`src/rtl/ly_2257_5.sv`:
```
`default_nettype none
// ============================================================================
// Module   : ly_2257_5
// Purpose  : Push-button counter with a seven-segment output. The active-low
//            key is passed through a two-flop synchroniser and then debounced.
//            Each debounced press advances a modulo-10 count, which is decoded
//            for a common-cathode digit. A carry flag is raised while the
//            count is 9.
// Ports    : clk       - system clock, rising edge (50 MHz nominal)
//            reset_n   - asynchronous reset, active HIGH despite the name
//            key       - raw push-button, 0 = pressed
//            key_state - debounced key level, 0 = pressed
//            Q         - count 0..9
//            codeout   - segments {g,f,e,d,c,b,a}, active high
//            CO        - high while Q == 9
// Revision : 1.0 - initial release
// ============================================================================
module ly_2257_5 #(
    parameter int DEBOUNCE_CYCLES = 1_000_000,
    parameter int CNT_W           = 20
) (
    input  logic       clk,
    input  logic       reset_n,
    input  logic       key,
    output logic       key_state,
    output logic [3:0] Q,
    output logic [6:0] codeout,
    output logic       CO
);

    localparam logic [CNT_W-1:0] c_cnt_max = CNT_W'(DEBOUNCE_CYCLES - 1);
    localparam logic [3:0]       c_q_last  = 4'd9;

    logic [1:0]       r_sync_q;
    logic [CNT_W-1:0] r_cnt_q;
    logic [CNT_W-1:0] w_cnt_d;
    logic             r_key_state_q;
    logic             w_key_state_d;
    logic [3:0]       r_q_q;
    logic [3:0]       w_q_d;
    logic             w_key_sync;
    logic             w_press;

    assign w_key_sync = r_sync_q[1];

    // Debounce: the counter only runs while the synchronised key disagrees
    // with the debounced level; any agreement restarts the window.
    always_comb begin
        w_cnt_d       = '0;
        w_key_state_d = r_key_state_q;
        w_press       = 1'b0;
        if (w_key_sync != r_key_state_q) begin
            if (r_cnt_q == c_cnt_max) begin
                w_key_state_d = w_key_sync;
                w_cnt_d       = '0;
                // Only the 1->0 transition of the debounced level counts.
                w_press       = ~w_key_sync;
            end else begin
                w_cnt_d = r_cnt_q + CNT_W'(1);
            end
        end
    end

    always_comb begin
        w_q_d = r_q_q;
        if (w_press) begin
            w_q_d = (r_q_q == c_q_last) ? 4'd0 : r_q_q + 4'd1;
        end
    end

    always_ff @(posedge clk or posedge reset_n) begin
        if (reset_n) begin
            r_sync_q      <= 2'b11;
            r_cnt_q       <= '0;
            r_key_state_q <= 1'b1;
            r_q_q         <= 4'd0;
        end else begin
            r_sync_q      <= {r_sync_q[0], key};
            r_cnt_q       <= w_cnt_d;
            r_key_state_q <= w_key_state_d;
            r_q_q         <= w_q_d;
        end
    end

    always_comb begin
        case (r_q_q)
            4'd0:    codeout = 7'h3F;
            4'd1:    codeout = 7'h06;
            4'd2:    codeout = 7'h5B;
            4'd3:    codeout = 7'h4F;
            4'd4:    codeout = 7'h66;
            4'd5:    codeout = 7'h6D;
            4'd6:    codeout = 7'h7D;
            4'd7:    codeout = 7'h07;
            4'd8:    codeout = 7'h7F;
            4'd9:    codeout = 7'h6F;
            default: codeout = 7'h00;
        endcase
    end

    assign key_state = r_key_state_q;
    assign Q         = r_q_q;
    assign CO        = (r_q_q == c_q_last);

endmodule
`default_nettype wire

```
`config.mk`:
```
export PLATFORM = sky130hd
export DESIGN_NAME = ly_2257_5
export DESIGN_NICKNAME = d
export VERILOG_FILES = /design/src/rtl/ly_2257_5.sv
export SDC_FILE = /design/constraint.sdc
export NUM_CORES = 1
export LEC_CHECK = 0
export BUFFER_PORTS_ARGS = -buffer_cell sky130_fd_sc_hd__buf_2
export CELL_PAD_IN_SITES_DETAIL_PLACEMENT = 1
export CELL_PAD_IN_SITES_GLOBAL_PLACEMENT = 2
export CORE_MARGIN = 2
export CORE_UTILIZATION = 33
export DETAILED_ROUTE_END_ITERATION = 16
export GPL_ROUTABILITY_DRIVEN = 1
export PLACE_DENSITY_LB_ADDON = 0.1
export SYNTH_ARGS = -nofsm -noshare
export SYNTH_HDL_FRONTEND = slang
export SYNTH_SLANG_ARGS = --single-unit
```
`constraint.sdc`:
```
create_clock -name clk -period 1.9 [get_ports clk]
set_input_delay 0.38 -clock clk [delete_from_list [all_inputs] [get_ports clk]]
set_output_delay 0.38 -clock clk [all_outputs]
set_load 0.05 [all_outputs]
```
# Word level (Yosys, flattened, before mapping)

Memory sizes are Yosys's and may differ from the RTL's.
Cells that the tools add are included.
Widths: inputs -> output; s select.

Memories: 1
Input bits: 3
ROM bits: 112
RAM bits: 0
Latch bits: 0
Register bits after elaboration: 27

Memories:

| name            | words | width | rd ports | clocked after memory_dff | wr ports | RTL line | text |
|---|---|---|---|---|---|---|---|
| (no name shown) | 16    | 7     | 1        | 0                        | 0        | 86       | `case (r_q_q)` |

Bitwise logic cells: 1
Muxes and demuxes: 5
Shift operators: 0
Equality and inequality tests: 3
Reductions and logical operators: 1
Divide/modulo/power cells: 0
Add/subtract/negate cells: 2
$lt $le $gt $ge: 0
Multiply operators: 0

Operators by type and width:

| cell                  | number |
|---|---|
| $mux 20               | 2 |
| $add 20x1->20 const B | 1 |
| $eq 20x20->1 const B  | 1 |
| $add 4x1->4 const B   | 1 |
| $eq 4x4->1 const B    | 1 |
| $mux 4                | 1 |
| $mux 1                | 2 |
| $reduce_and 2->1      | 1 |
| $ne 1x1->1            | 1 |
| $not 1->1             | 1 |

# Longest topological paths before layout

Depth after elaboration: 3
Mapped depth: 7
Depth with buffers taken out: 6

# Worst setup path after synthesis

Ideal clock, no wire load.

Path type: register -> output
Start: reg r_q_q[1] (netlist: Q[1])
End: out codeout[3]
Setup slack: -0.847 ns
Arrival time: 2.367 ns
Data required time: 1.520 ns
Cell stages (with the launch flop): 5
Cell sequence: dfrtp_1 > inv_1 > ha_1 > inv_1 > o21ai_0

Cells in the longest elaborated chain, start to end: 1

RTL lines:

| item                     | RTL line | text |
|---|---|---|
| start: declaration       | 39       | `logic [3:0] r_q_q;` |
| start signal: assignment | 81       | `r_q_q <= w_q_d;` |
| $mem_v2 16x7             | --       |  |
| end: declaration         | 27       | `output logic [6:0] codeout,` |

Every way passes these cells.

# Worst setup path after layout

Start: reg r_q_q[1] (netlist: Q[1])
End: out codeout[5]

Same word-level chain as after synthesis.

==> summary.md <==
| Metric | Value |
|---|---|
| Status | finished, violations left |
| Failing checks | negative setup slack |
| Reg clk slew, reported paths | 0.09 ns |
| Placement Setup Slack | roughly 0.032 ns |
| Hold Path Class | in -> async |
| Vias in the first global route | around 1400 |
| Setup TNS | -0.0213 ns |
| Synth Warn # | 0 |
| Synth cell count leaders | 24 x dfrtp_1, 23 x nor2_1, 11 x xnor2_1 |
| CP Class | reg -> out |
| Boundary pin count | 16 |
| Complex-gate fraction of the synthesized area | under 10% |
| Layout area overhead | 37.9% |
| Clk sink count | 27 |
| GRT Total Usage | 16.2% |
| Max Freq | 520 MHz |
| Period utilisation layout | 101% |
| Starting Density | between 30% and 40% |
| Primary FF master, synth | dfrtp_1 |
| Async set-reset flop share out of synthesis | 100% |
| Delay-heaviest family, CP | flip-flops |
| Count of final setup violators | 1 |
| Antenna Nets Post-Route | 0 |
| Largest family of logic cells by synthesized area | simple AND/OR/NAND/NOR gates |
| Crit-path max cell delay | between 0.5 and 0.6 ns |
| Distinct cells, synth | 36 |
| Worst vdd ir | ~350 uV |
| Util after Layout | approximately half |
| PnR worst setup slack | -0.0213 ns |
| Core footprint | 4410 sq um |
| CP Data Arrival Time | 1.54 ns |
| First-pass GRT wire length | between 6000 and 7000 microns |
| Layout Nets | ~210 |
| Endpoint type of the worst setup path | primary output |
| Die X | ~72 microns |
| Synthesized area per cell | slightly below 10 sq um |
| DRT iter0 DRCs | 41 |
| CP bufs+invs | 3 |
| H-tree levels | 1 |
| Via count | approximately 1300 |
| Synth Area in Simple Gates | ~25% |
| DPL Wire Length | between 2000 and 3000 microns |
| Post-synthesis register bit count | 27 |
| Vias per cell | just over 5 |
| M3 GR Usage | under 10% |
| Max-slew headroom | approximately three quarters |
| Hold_ws | 0.156 ns |
| Post-synth EDFFs | 0 |
| Design Power | ~970 uW |
| Largest net degree at the start of global routing | 28 |
| CP max FO | 6 |
| Met2 GRT Util | 26.4% |
| Initial antenna violation count | 0 |
| Cell Area, Synth | between 1500 and 2000 sq um |
| Dpl cells | ~240 |
| Max clock buf depth | 2 |
| Cts bufs inserted | 3 |
| Area contributors post-synth | dfrtp_1 39%, ha_1 6.5%, xnor2_1 6.3% |
| Critical path startpoint category | register |
| Cell area after layout | 2120 sq um |
| Post-route DRC | 0 |
| Sequential fraction of the synthesis area | between 40 and 50% |
| Worst skew pair latency | 0.27 ns |
| Wire per inst | ~16 microns |
| Clock skew | 0.00494 ns |
| Post-Synth XOR/XNOR Area | approximately 9.7% |
| Hold_buf cts | 0 |
| Post-synthesis net count | between 150 and 200 |
| Largest area contributor in the netlist | dfrtp_1 |
| Min cycle time layout | 1.92 ns |
| Non-Filler Instances | between 200 and 300 |
| Total wire length | around 4200 microns |
| Adder-cell area share of the yosys netlist | ~6.5% |
| Critical-path cell list | inv_4 > ha_4 > inv_2 > o21a_1 > o22ai_4 > buf_6 |
| Final Hold Viols | 0 |
| Grt ovf | 0 |
| RSZ-0062 raised after global routing | true |
| CTS tree | done |
| RD Place Congestion | around 0.8 |
| Die H | 72.3 microns |
| IO buf count | 15 |
| # rows | 24 |
| Gr busiest metal | met2 |
| Ant diodes | 0 |
| Met1 Use GR | between 20% and 30% |
| Worst slew pin tran | between 0.3 and 0.4 ns |
| Share of the synthesized area in the top cell type | about two fifths |
| Die ar. | between 5000 and 6000 sq um |
| Power Dens Cells | about 460 nW/um^2 |
| Clk root buf | clkbuf_8 |
| Lkg Pwr | slightly below 0.9 nW |
| Final slew viol count | 0 |
| Most numerous cell in the Yosys netlist | dfrtp_1 |
| First-pass DRT Iterations | 4 |
| Slowest CP cell | dfrtp_4 |
| Share of layout cells above drive strength 1 | between 40% and 50% |
| Mux share of post-synthesis cell area | 2.11% |
| Max-Cap Viols | 0 |
| DP Area | 1860 sq um |
| Cells after Synth | between 150 and 200 |
| Critical path data required time | 1.52 ns |
-- area by class of cell --
cell class / count / area [sq um]
Clock buffer: 4 / 45.0
Tap cell: 52 / 65.1
Multi-Input combinational cell: 119 / 963
Sequential cell: 27 / 689
Timing Repair Buffer: 40 / 319
Fill cell: 515 / 2290
Inverter: 10 / 42.5
-- cells by family after synthesis --
group,count (synthesis)
AOI/OAI and AO/OA,20
xor gates and xnor gates,17
adders and majority gates,8
buffers and inverters,15
DFF,27
muxes,3
and+or+nand+nor,70
-- cell usage in the layout, fill, tap and decap left out, types with 2 or more instances in the layout --
| master | netlist | final |
|---|---|---|
| nor3_1 | 4 | 3 |
| xnor2_1 | 11 | 11 |
| nand2b_1 | 3 | 2 |
| and3_1 | 2 | 2 |
| dfrtp_1 | 24 | 18 |
| o21ai_4 | 1 | 2 |
| nor4_1 | 4 | 3 |
| buf_6 | 1 | 7 |
| ha_4 | 0 | 3 |
| nand2_1 | 7 | 7 |
| dfstp_2 | 3 | 3 |
| or3_1 | 2 | 2 |
| o21ai_2 | 0 | 3 |
| xor2_1 | 6 | 6 |
| or4_4 | 1 | 3 |
| clkbuf_8 | 0 | 3 |
| a21oi_1 | 3 | 3 |
| inv_4 | 0 | 2 |
| o22ai_2 | 0 | 3 |
| buf_2 | 1 | 8 |
| nand4_1 | 6 | 6 |
| nand3_1 | 6 | 6 |
| mux2_2 | 2 | 2 |
| or4_1 | 3 | 2 |
| inv_1 | 10 | 7 |
| buf_4 | 0 | 24 |
| dfrtp_2 | 0 | 5 |
| ha_1 | 8 | 4 |
| nor2_1 | 23 | 23 |
| o21ai_0 | 8 | 3 |
| nor2b_1 | 3 | 2 |
-- report_power, final --
group | total (mW) | internal [mW] | switching [mW]
Clock | 0.325 | 0.150 | 0.175
Combinational | 0.0508 | 0.0217 | 0.0292
Sequential | 0.591 | 0.583 | 0.00799
-- worst reg2reg max path, cell delays in order, from the launching register on --
cell,delay (ns)
dfrtp_1,0.40
nand4bb_4,0.25
or4_4,0.59
nor2_1,0.22
mux2_2,0.35
-- state kept, by name, summed over array words and instances, names as in the netlist --
name	flops
r_cnt_q	20
Q	4
r_sync_q	2
key_state	1
-- final timing paths --
check,startpoint,endpoint,slack (ns),cells past startpoint
worst max-delay path,Q[1],codeout[5],-0.02,6
worst min-delay path,reset_n,r_cnt_q[6],0.16,3
worst max register to register,r_cnt_q[8],key_state,0.02,4
worst min register to register,r_sync_q[0],r_sync_q[1],0.37,0
max in group asynchronous,reset_n,r_sync_q[0],1.44,3
min in group clk,key,r_sync_q[0],0.20,1
-- layer usage --
metal | share of wire, % | up-vias
met5 | 0 | -
li1 | - | 636
met3 | 2.1 | 4
met4 | 0.75 | 0
met2 | 50 | 15
met1 | 47 | 655
-- repair_timing --
action	4_1_cts	5_1_grt
buffers inserted	7	2
resized for setup	16	26
cloned	1	0
endpoints found under the setup margin	10	14
pin swaps	7	4
(Power assumes the default switching activity.)
